File: src/rtl/cp0_exc_sequencer_pkg.sv
// Shared CP0 definitions: op codes, register indices, sequencer FSM states.
// Imported by the sequencer interface users and the sequencer itself.
package cp0_exc_sequencer_pkg;

    localparam logic [2:0] CP0_MFC0    = 3'd0;
    localparam logic [2:0] CP0_MTC0    = 3'd1;
    localparam logic [2:0] CP0_BREAK   = 3'd2;
    localparam logic [2:0] CP0_SYSCALL = 3'd3;
    localparam logic [2:0] CP0_TEQ     = 3'd4;
    localparam logic [2:0] CP0_ERET    = 3'd5;
    localparam logic [2:0] CP0_NOP     = 3'b111;

    localparam logic [4:0] CP0_REG_STATUS = 5'd12;
    localparam logic [4:0] CP0_REG_CAUSE  = 5'd13;
    localparam logic [4:0] CP0_REG_EPC    = 5'd14;

    typedef enum logic [1:0] {
        ST_IDLE    = 2'd0,
        ST_ISSUE   = 2'd1,
        ST_CAPTURE = 2'd2,
        ST_DONE    = 2'd3
    } seq_state_e;

    function automatic logic op_legal(input logic [2:0] op);
        return op <= CP0_ERET;
    endfunction

    function automatic logic op_is_trap(input logic [2:0] op);
        return (op == CP0_BREAK) || (op == CP0_SYSCALL) || (op == CP0_TEQ);
    endfunction

endpackage

File: src/rtl/cp0_exc_sequencer_if.sv
// CPU-request / CP0-register-file bundle for the CP0 sequencer.
// int_req only exists when CP0_EXC_INT_EN is defined.
interface cp0_exc_sequencer_if
`ifdef CP0_EXC_INT_EN
    #(parameter int INT_W = 6)
`endif
    ;
    logic        req_valid;
    logic [2:0]  req_op;
    logic [4:0]  req_sel;
    logic [31:0] req_wdata;
    logic [31:0] req_pc;
    logic        req_ready;
    logic        cpu_stall;
    logic [2:0]  cp0_role;
    logic [4:0]  cp0_sel;
    logic [31:0] cp0_wdata;
    logic [31:0] cp0_rdata;
    logic        rd_valid;
    logic [31:0] rd_data;
    logic        redirect;
    logic [31:0] redirect_pc;
`ifdef CP0_EXC_INT_EN
    logic [INT_W-1:0] int_req;
`endif

    modport master (
`ifdef CP0_EXC_INT_EN
        output int_req,
`endif
        output req_valid, req_op, req_sel, req_wdata, req_pc, cp0_rdata,
        input  req_ready, cpu_stall, cp0_role, cp0_sel, cp0_wdata,
        input  rd_valid, rd_data, redirect, redirect_pc
    );

    modport slave (
`ifdef CP0_EXC_INT_EN
        input  int_req,
`endif
        input  req_valid, req_op, req_sel, req_wdata, req_pc, cp0_rdata,
        output req_ready, cpu_stall, cp0_role, cp0_sel, cp0_wdata,
        output rd_valid, rd_data, redirect, redirect_pc
    );

endinterface

File: src/rtl/cp0_exc_sequencer.sv
// Sequences one CP0 op at a time (IDLE->ISSUE->CAPTURE->DONE), stalling the CPU and returning data/redirects.
// Optional interrupt entry path enabled by CP0_EXC_INT_EN.
module cp0_exc_sequencer
    import cp0_exc_sequencer_pkg::*;
#(
    parameter logic [31:0] EXC_VECTOR = 32'h0000_0004
) (
    input  logic                clk,
    input  logic                rst,
    cp0_exc_sequencer_if.slave  bus
);

    seq_state_e  state, state_nxt;
    logic [2:0]  op_q;
    logic [4:0]  sel_q;
    logic [31:0] wdata_q;
    logic [31:0] pc_q;
    logic [31:0] rd_data_q;
    logic [31:0] redirect_pc_q;
    logic        accept;
    logic        int_start;
    logic        start;

    assign accept = (state == ST_IDLE) && bus.req_valid && op_legal(bus.req_op);

`ifdef CP0_EXC_INT_EN
    // Masked from entry until the handler's eret completes.
    logic in_service;
    assign int_start = (state == ST_IDLE) && !accept && (|bus.int_req) && !in_service;

    always_ff @(posedge clk or negedge rst) begin
        if (!rst)
            in_service <= 1'b0;
        else if (int_start)
            in_service <= 1'b1;
        else if ((state == ST_DONE) && (op_q == CP0_ERET))
            in_service <= 1'b0;
    end
`else
    assign int_start = 1'b0;
`endif

    assign start = accept || int_start;

    always_ff @(posedge clk or negedge rst) begin
        if (!rst)
            state <= ST_IDLE;
        else
            state <= state_nxt;
    end

    always_comb begin
        state_nxt = state;
        case (state)
            ST_IDLE:    if (start) state_nxt = ST_ISSUE;
            ST_ISSUE:   state_nxt = ST_CAPTURE;
            ST_CAPTURE: state_nxt = ST_DONE;
            ST_DONE:    state_nxt = ST_IDLE;
            default:    state_nxt = ST_IDLE;
        endcase
    end

    always_ff @(posedge clk or negedge rst) begin
        if (!rst) begin
            op_q          <= 3'd0;
            sel_q         <= 5'd0;
            wdata_q       <= 32'd0;
            pc_q          <= 32'd0;
            rd_data_q     <= 32'd0;
            redirect_pc_q <= 32'd0;
        end else begin
            if (accept) begin
                op_q    <= bus.req_op;
                sel_q   <= bus.req_sel;
                wdata_q <= bus.req_wdata;
                pc_q    <= bus.req_pc;
            end else if (int_start) begin
                op_q    <= CP0_SYSCALL;
                sel_q   <= CP0_REG_EPC;
                wdata_q <= bus.req_pc;
                pc_q    <= bus.req_pc;
            end
            // CP0 registers its read port, so issue-cycle data lands here.
            if (state == ST_CAPTURE) begin
                if (op_q == CP0_MFC0)
                    rd_data_q <= bus.cp0_rdata;
                if (op_q == CP0_ERET)
                    redirect_pc_q <= bus.cp0_rdata;
                else if (op_is_trap(op_q))
                    redirect_pc_q <= EXC_VECTOR;
            end
        end
    end

    always_comb begin
        bus.req_ready = (state == ST_IDLE);
        bus.cpu_stall = (state != ST_IDLE) || start;
        bus.cp0_role  = CP0_NOP;
        bus.cp0_sel   = 5'd0;
        bus.cp0_wdata = 32'd0;
        bus.rd_valid  = 1'b0;
        bus.redirect  = 1'b0;
        case (state)
            ST_ISSUE: begin
                bus.cp0_role  = op_q;
                bus.cp0_sel   = (op_q == CP0_ERET) ? CP0_REG_EPC : sel_q;
                bus.cp0_wdata = (op_q == CP0_MTC0) ? wdata_q : pc_q;
            end
            ST_DONE: begin
                bus.rd_valid = (op_q == CP0_MFC0);
                bus.redirect = op_is_trap(op_q) || (op_q == CP0_ERET);
            end
            default: ;
        endcase
    end

    assign bus.rd_data     = rd_data_q;
    assign bus.redirect_pc = redirect_pc_q;

endmodule

File: src/flat_wrapper.sv
// flat-port wrapper written by rule: the top's interface ports become plain ports
module cp0_exc_sequencer_flat import cp0_exc_sequencer_pkg::*;
#(
    parameter logic [31:0] EXC_VECTOR = 32'h0000_0004
)
  (clk, rst, bus_req_valid, bus_req_op, bus_req_sel, bus_req_wdata, bus_req_pc, bus_cp0_rdata, bus_req_ready, bus_cpu_stall, bus_cp0_role, bus_cp0_sel, bus_cp0_wdata, bus_rd_valid, bus_rd_data, bus_redirect, bus_redirect_pc);
  cp0_exc_sequencer_if bus_i ();
  input  logic clk;
  input  logic rst;
  input wire logic [$bits(bus_i.req_valid)-1:0] bus_req_valid;
  input wire logic [$bits(bus_i.req_op)-1:0] bus_req_op;
  input wire logic [$bits(bus_i.req_sel)-1:0] bus_req_sel;
  input wire logic [$bits(bus_i.req_wdata)-1:0] bus_req_wdata;
  input wire logic [$bits(bus_i.req_pc)-1:0] bus_req_pc;
  input wire logic [$bits(bus_i.cp0_rdata)-1:0] bus_cp0_rdata;
  output wire logic [$bits(bus_i.req_ready)-1:0] bus_req_ready;
  output wire logic [$bits(bus_i.cpu_stall)-1:0] bus_cpu_stall;
  output wire logic [$bits(bus_i.cp0_role)-1:0] bus_cp0_role;
  output wire logic [$bits(bus_i.cp0_sel)-1:0] bus_cp0_sel;
  output wire logic [$bits(bus_i.cp0_wdata)-1:0] bus_cp0_wdata;
  output wire logic [$bits(bus_i.rd_valid)-1:0] bus_rd_valid;
  output wire logic [$bits(bus_i.rd_data)-1:0] bus_rd_data;
  output wire logic [$bits(bus_i.redirect)-1:0] bus_redirect;
  output wire logic [$bits(bus_i.redirect_pc)-1:0] bus_redirect_pc;
  assign bus_i.req_valid = bus_req_valid;
  assign bus_i.req_op = bus_req_op;
  assign bus_i.req_sel = bus_req_sel;
  assign bus_i.req_wdata = bus_req_wdata;
  assign bus_i.req_pc = bus_req_pc;
  assign bus_i.cp0_rdata = bus_cp0_rdata;
  assign bus_req_ready = bus_i.req_ready;
  assign bus_cpu_stall = bus_i.cpu_stall;
  assign bus_cp0_role = bus_i.cp0_role;
  assign bus_cp0_sel = bus_i.cp0_sel;
  assign bus_cp0_wdata = bus_i.cp0_wdata;
  assign bus_rd_valid = bus_i.rd_valid;
  assign bus_rd_data = bus_i.rd_data;
  assign bus_redirect = bus_i.redirect;
  assign bus_redirect_pc = bus_i.redirect_pc;
  cp0_exc_sequencer #(.EXC_VECTOR(EXC_VECTOR)) u_core (.clk(clk), .rst(rst), .bus(bus_i));
endmodule
File: config.mk
export PLATFORM = sky130hd
export DESIGN_NAME = cp0_exc_sequencer_flat
export DESIGN_NICKNAME = d
export VERILOG_FILES = /design/src/rtl/cp0_exc_sequencer_pkg.sv /design/src/rtl/cp0_exc_sequencer_if.sv /design/src/rtl/cp0_exc_sequencer.sv /design/src/flat_wrapper.sv
export SDC_FILE = /design/constraint.sdc
export NUM_CORES = 1
export LEC_CHECK = 0
export BUFFER_PORTS_ARGS = -buffer_cell sky130_fd_sc_hd__buf_2
export CORE_MARGIN = 2
export CORE_UTILIZATION = 50
export CTS_BUF_LIST = sky130_fd_sc_hd__clkbuf_16
export DETAILED_ROUTE_END_ITERATION = 6
export PLACE_DENSITY = 0.84
export SYNTH_ARGS = -nofsm -noshare
export SYNTH_HDL_FRONTEND = slang
export SYNTH_SLANG_ARGS = --single-unit
export TNS_END_PERCENT = 50
File: constraint.sdc
create_clock -name clk -period 2 [get_ports clk]
set_input_delay 0.1 -clock clk [delete_from_list [all_inputs] [get_ports clk]]
set_output_delay 0.1 -clock clk [all_outputs]
set_load 0.02 [all_outputs]
==> results.md <==
* Via/cell ratio at 5.49
* Max-cap violations at 0
* First-pass GRT wire length at 28800 um
* Post-synth ARST share at 1.00
* Fin. Hold Viols at 0
* Clock skew at 0.0102 ns
* CP required at 1.90 ns
* Via Count at 5457
* Max Root-Sink Buffers at 2
* Top cells by count, synth: dfrtp_1, mux2_2, nand2_1
* Violated checks: negative setup slack
* Layout cells sized above 1 at 0.499
* Yosys reg bits at 138
* Reg power frac at 0.334
* RSZ-0062 raised after global routing: true
* Worst Max-Slew Pin Slew at 0.516 ns
* Switching part of the total at 0.396
* Post-synth net total at 619
* Area contributors post-synth: dfrtp_1, mux2_2, mux2_4, nand2_1, nand4_1
* Outcome: finished, violations left
* Post-synthesis mux area share at 0.209
* Total power at 15.6 mW
* Count of final setup violators at 7
* Yosys warns at 0
* Clock-pin slew on the worst setup and hold paths at 0.05 ns
* Setup CP Type: reg2out
* Chip Width at 115 um
* Synth Cell Area at 6140 um^2
* Worst-Skew Late Latency at 0.42 ns
* Max_slew headroom at 0.656
* Filler cells at 668
* Post-synthesis sequential area ratio at 0.562
* Placed cells at 849
* DRT Pass-1 Iters at 4
* Synth cell types at 29
* Crit path largest cell delay at 0.47 ns
* Setup ws final at -0.0261 ns
* Worst VDD drop at 0.000930 V
* Pin count of the biggest net entering global routing at 56
* P_int at 9.41 mW
* Sw power at 6.17 mW
* Worst path cell trace: buf_6 -> or3b_4 -> clkbuf_16 -> nand2_2 -> a21boi_2 -> buf_6
* Top_reg_cell synth: dfrtp_1
* Logic pwr share at 0.478
* GR Util met3 at 0.0675
* Global-route congestion overflow total at 0
* Fmax achieved at 494 MHz
* Number of global-route vias before repair at 5822
* # IOs at 215
* Post-Synth XOR/XNOR Area at 0.00143
* GR Util All Layers at 0.286
* R2R setup slack at 0.20 ns
* Met2 Use GR at 0.495
* Area leader, netlist: dfrtp_1
* Fin area at 9560 um^2
* Initial Utilization at 0.511
* Fin cells at 994
* Grt peak-use layer: met2
* Share of Yosys cell area claimed by the top area cell type at 0.562
* DRC at 0
* Drt wl/cell at 20.2 um
* Post-Synth Simple-Gate Area at 0.0907
* Die height at 115 um
* Pwr dens at 1630 nW/um^2
* Antenna violations before repair at 0
* Critical-path top delay cell: or3b_4
* Worst Setup End Kind: output pin
* Power share of the clock group at 0.188
* Most common cell on crit path: buf_6
* RePlAce Congestion at 0.809
* Syn Area/Cell at 12.1 um^2
* Post-detail-place hpwl at 11000 um
* Post-synthesis adder-cell area fraction at 0.0102
* Clk sinks at 138
* Core Area at 12000 um^2
* Antenna Violating Nets Remaining at 0
* Slew Limit Fails at 0
* Most numerous cell in the Yosys netlist: dfrtp_1
* Row count at 40
* Post-Place Cell Area at 7430 um^2
* Num CTS Buffers at 17
* Hold Crit Class: in2reg
* PortBufs at 214
* Largest family of logic cells by synthesized area: multiplexers
* Layout area overhead at 55.6%
* Final Routed Wirelength at 20100 um
* Final net count at 946
* Arrival @ worst endpoint at 1.93 ns
* Startpoint Class: flop
* Met1 GRT Util at 0.324
* Die area at 13200 um^2
* Root buffer cell: clkbuf_16
* Crit path max fanout at 8
* Pleak at 4.54 nW
* H-tree levels at 4
* CTS tree: built
* Min cycle time layout at 2.03 ns
* Final Cycle Share at 1.01
* Post-synth EDFFs at 0
* Gate Count Post-Synth at 507
* Drt initial violations at 291
* Post-synthesis compound-gate area fraction at 0.0740
[worst max-delay path, delay by kind of cell (launching register included)]
kind / cells / cell delay [ns]
AND/OR/NAND/NOR: 2 / 0.56
buffers and inverters: 3 / 0.49
flip-flops: 1 / 0.38
AO/OA/AOI/OAI: 1 / 0.07
[final timing paths]
| path | startpoint | depth (start not counted) | endpoint |
|---|---|---|---|
| setup / recovery | u_core.op_q[1]$_DFFE_PN0P_ | 6 | bus_cp0_wdata[7] |
| hold / removal | bus_req_valid | 3 | u_core.state[0]$_DFFE_PN0P_ |
| setup reg to reg | u_core.state[0]$_DFFE_PN0P_ | 5 | u_core.pc_q[14]$_DFFE_PN0P_ |
| hold reg to reg | u_core.wdata_q[3]$_DFFE_PN0P_ | 1 | u_core.wdata_q[3]$_DFFE_PN0P_ |
| max in group asynchronous | rst | 3 | u_core.op_q[2]$_DFFE_PN0P_ |
| min in group asynchronous | rst | 2 | u_core.pc_q[30]$_DFFE_PN0P_ |
[power groups by stage]
| stage | sequential [mW] | clock (mW) | combinational, mW |
|---|---|---|---|
| global route | 5.32 | 3.10 | 7.89 |
| finish | 5.21 | 2.93 | 7.44 |
| floorplan | 5.58 | 0 | 3.45 |
| global placement | 4.91 | 0 | 5.89 |
| detailed placement | 5.01 | 0 | 6.12 |
| CTS | 4.99 | 2.94 | 6.33 |
[sequential cells by signal, indices dropped and copies added (netlist names)]
| register | cells |
|---|---|
| u_core.bus.rd_data | 32 |
| u_core.bus.redirect_pc | 32 |
| u_core.op_q | 3 |
| u_core.pc_q | 32 |
| u_core.sel_q | 5 |
| u_core.state | 2 |
| u_core.wdata_q | 32 |
[kinds of logic (layout without fill, tap and decap cells)]
group                    count (synthesis)  after routing
other                                    0              1
XOR/XNOR                                 1              1
buffers and inverters                   72            411
adder cells (fa/ha/maj)                  5              5
AND/OR/NAND/NOR                        116            116
AO/OA/AOI/OAI                           71             71
multiplexers                           104            104
flip-flops                             138            138
[repair_timing]
| item | in CTS | in global routing |
|---|---|---|
| hold buffers | 105 | 0 |
| cloned | 0 | 4 |
| hold endpoints to repair | 186 | 0 |
| buffers inserted | 0 | 4 |
| setup endpoints to repair | 33 | 33 |
| gates resized for setup | 3 | 130 |
| pin swaps | 0 | 37 |
[area by class of cell]
type / count / area [um^2] / area share
Multi-Input combinational cell: 297 / 2640 / 0.276
Tap cell: 147 / 184 / 0.0192
Timing Repair Buffer: 345 / 2610 / 0.273
Inverter: 35 / 131 / 0.0137
Antenna cell: 1 / 2.50 / 0.000262
Sequential cell: 138 / 3450 / 0.362
Clock buffer: 17 / 425 / 0.0445
Clock inverter: 14 / 113 / 0.0118
[through the flow]
step	hold slack [ns]	util	TNS, ns	worst slack [ns]
2_1_floorplan	-0.196	-	0	0.317
3_3_place_gp	0.0759	0.619	0	0.277
3_5_place_dp	0.0892	0.619	0	0.203
4_1_cts	0.0841	0.752	-0.0188	-0.0188
5_1_grt	0.0684	0.795	-1.23	-0.0709
6_report	0.0678	0.796	-0.0805	-0.0261
[routing by layer]
metal | vias to the layer above | routed length (um)
li1 | 2388 | -
met1 | 2711 | 7470
met2 | 265 | 10400
met3 | 93 | 1100
met4 | 0 | 1130
met5 | - | 0
[placed cells by master (no fill, tap or decap), drive strengths merged, types with 5 or more instances in the layout]
cell / count
nand2: 67
a21boi: 33
o21ai: 31
dlygate4sd3: 105
mux2: 103
nand4: 31
and2: 5
inv: 35
dfrtp: 138
buf: 237
clkbuf: 20
clkinv: 12
ha: 5
(Power assumes the default switching activity.)
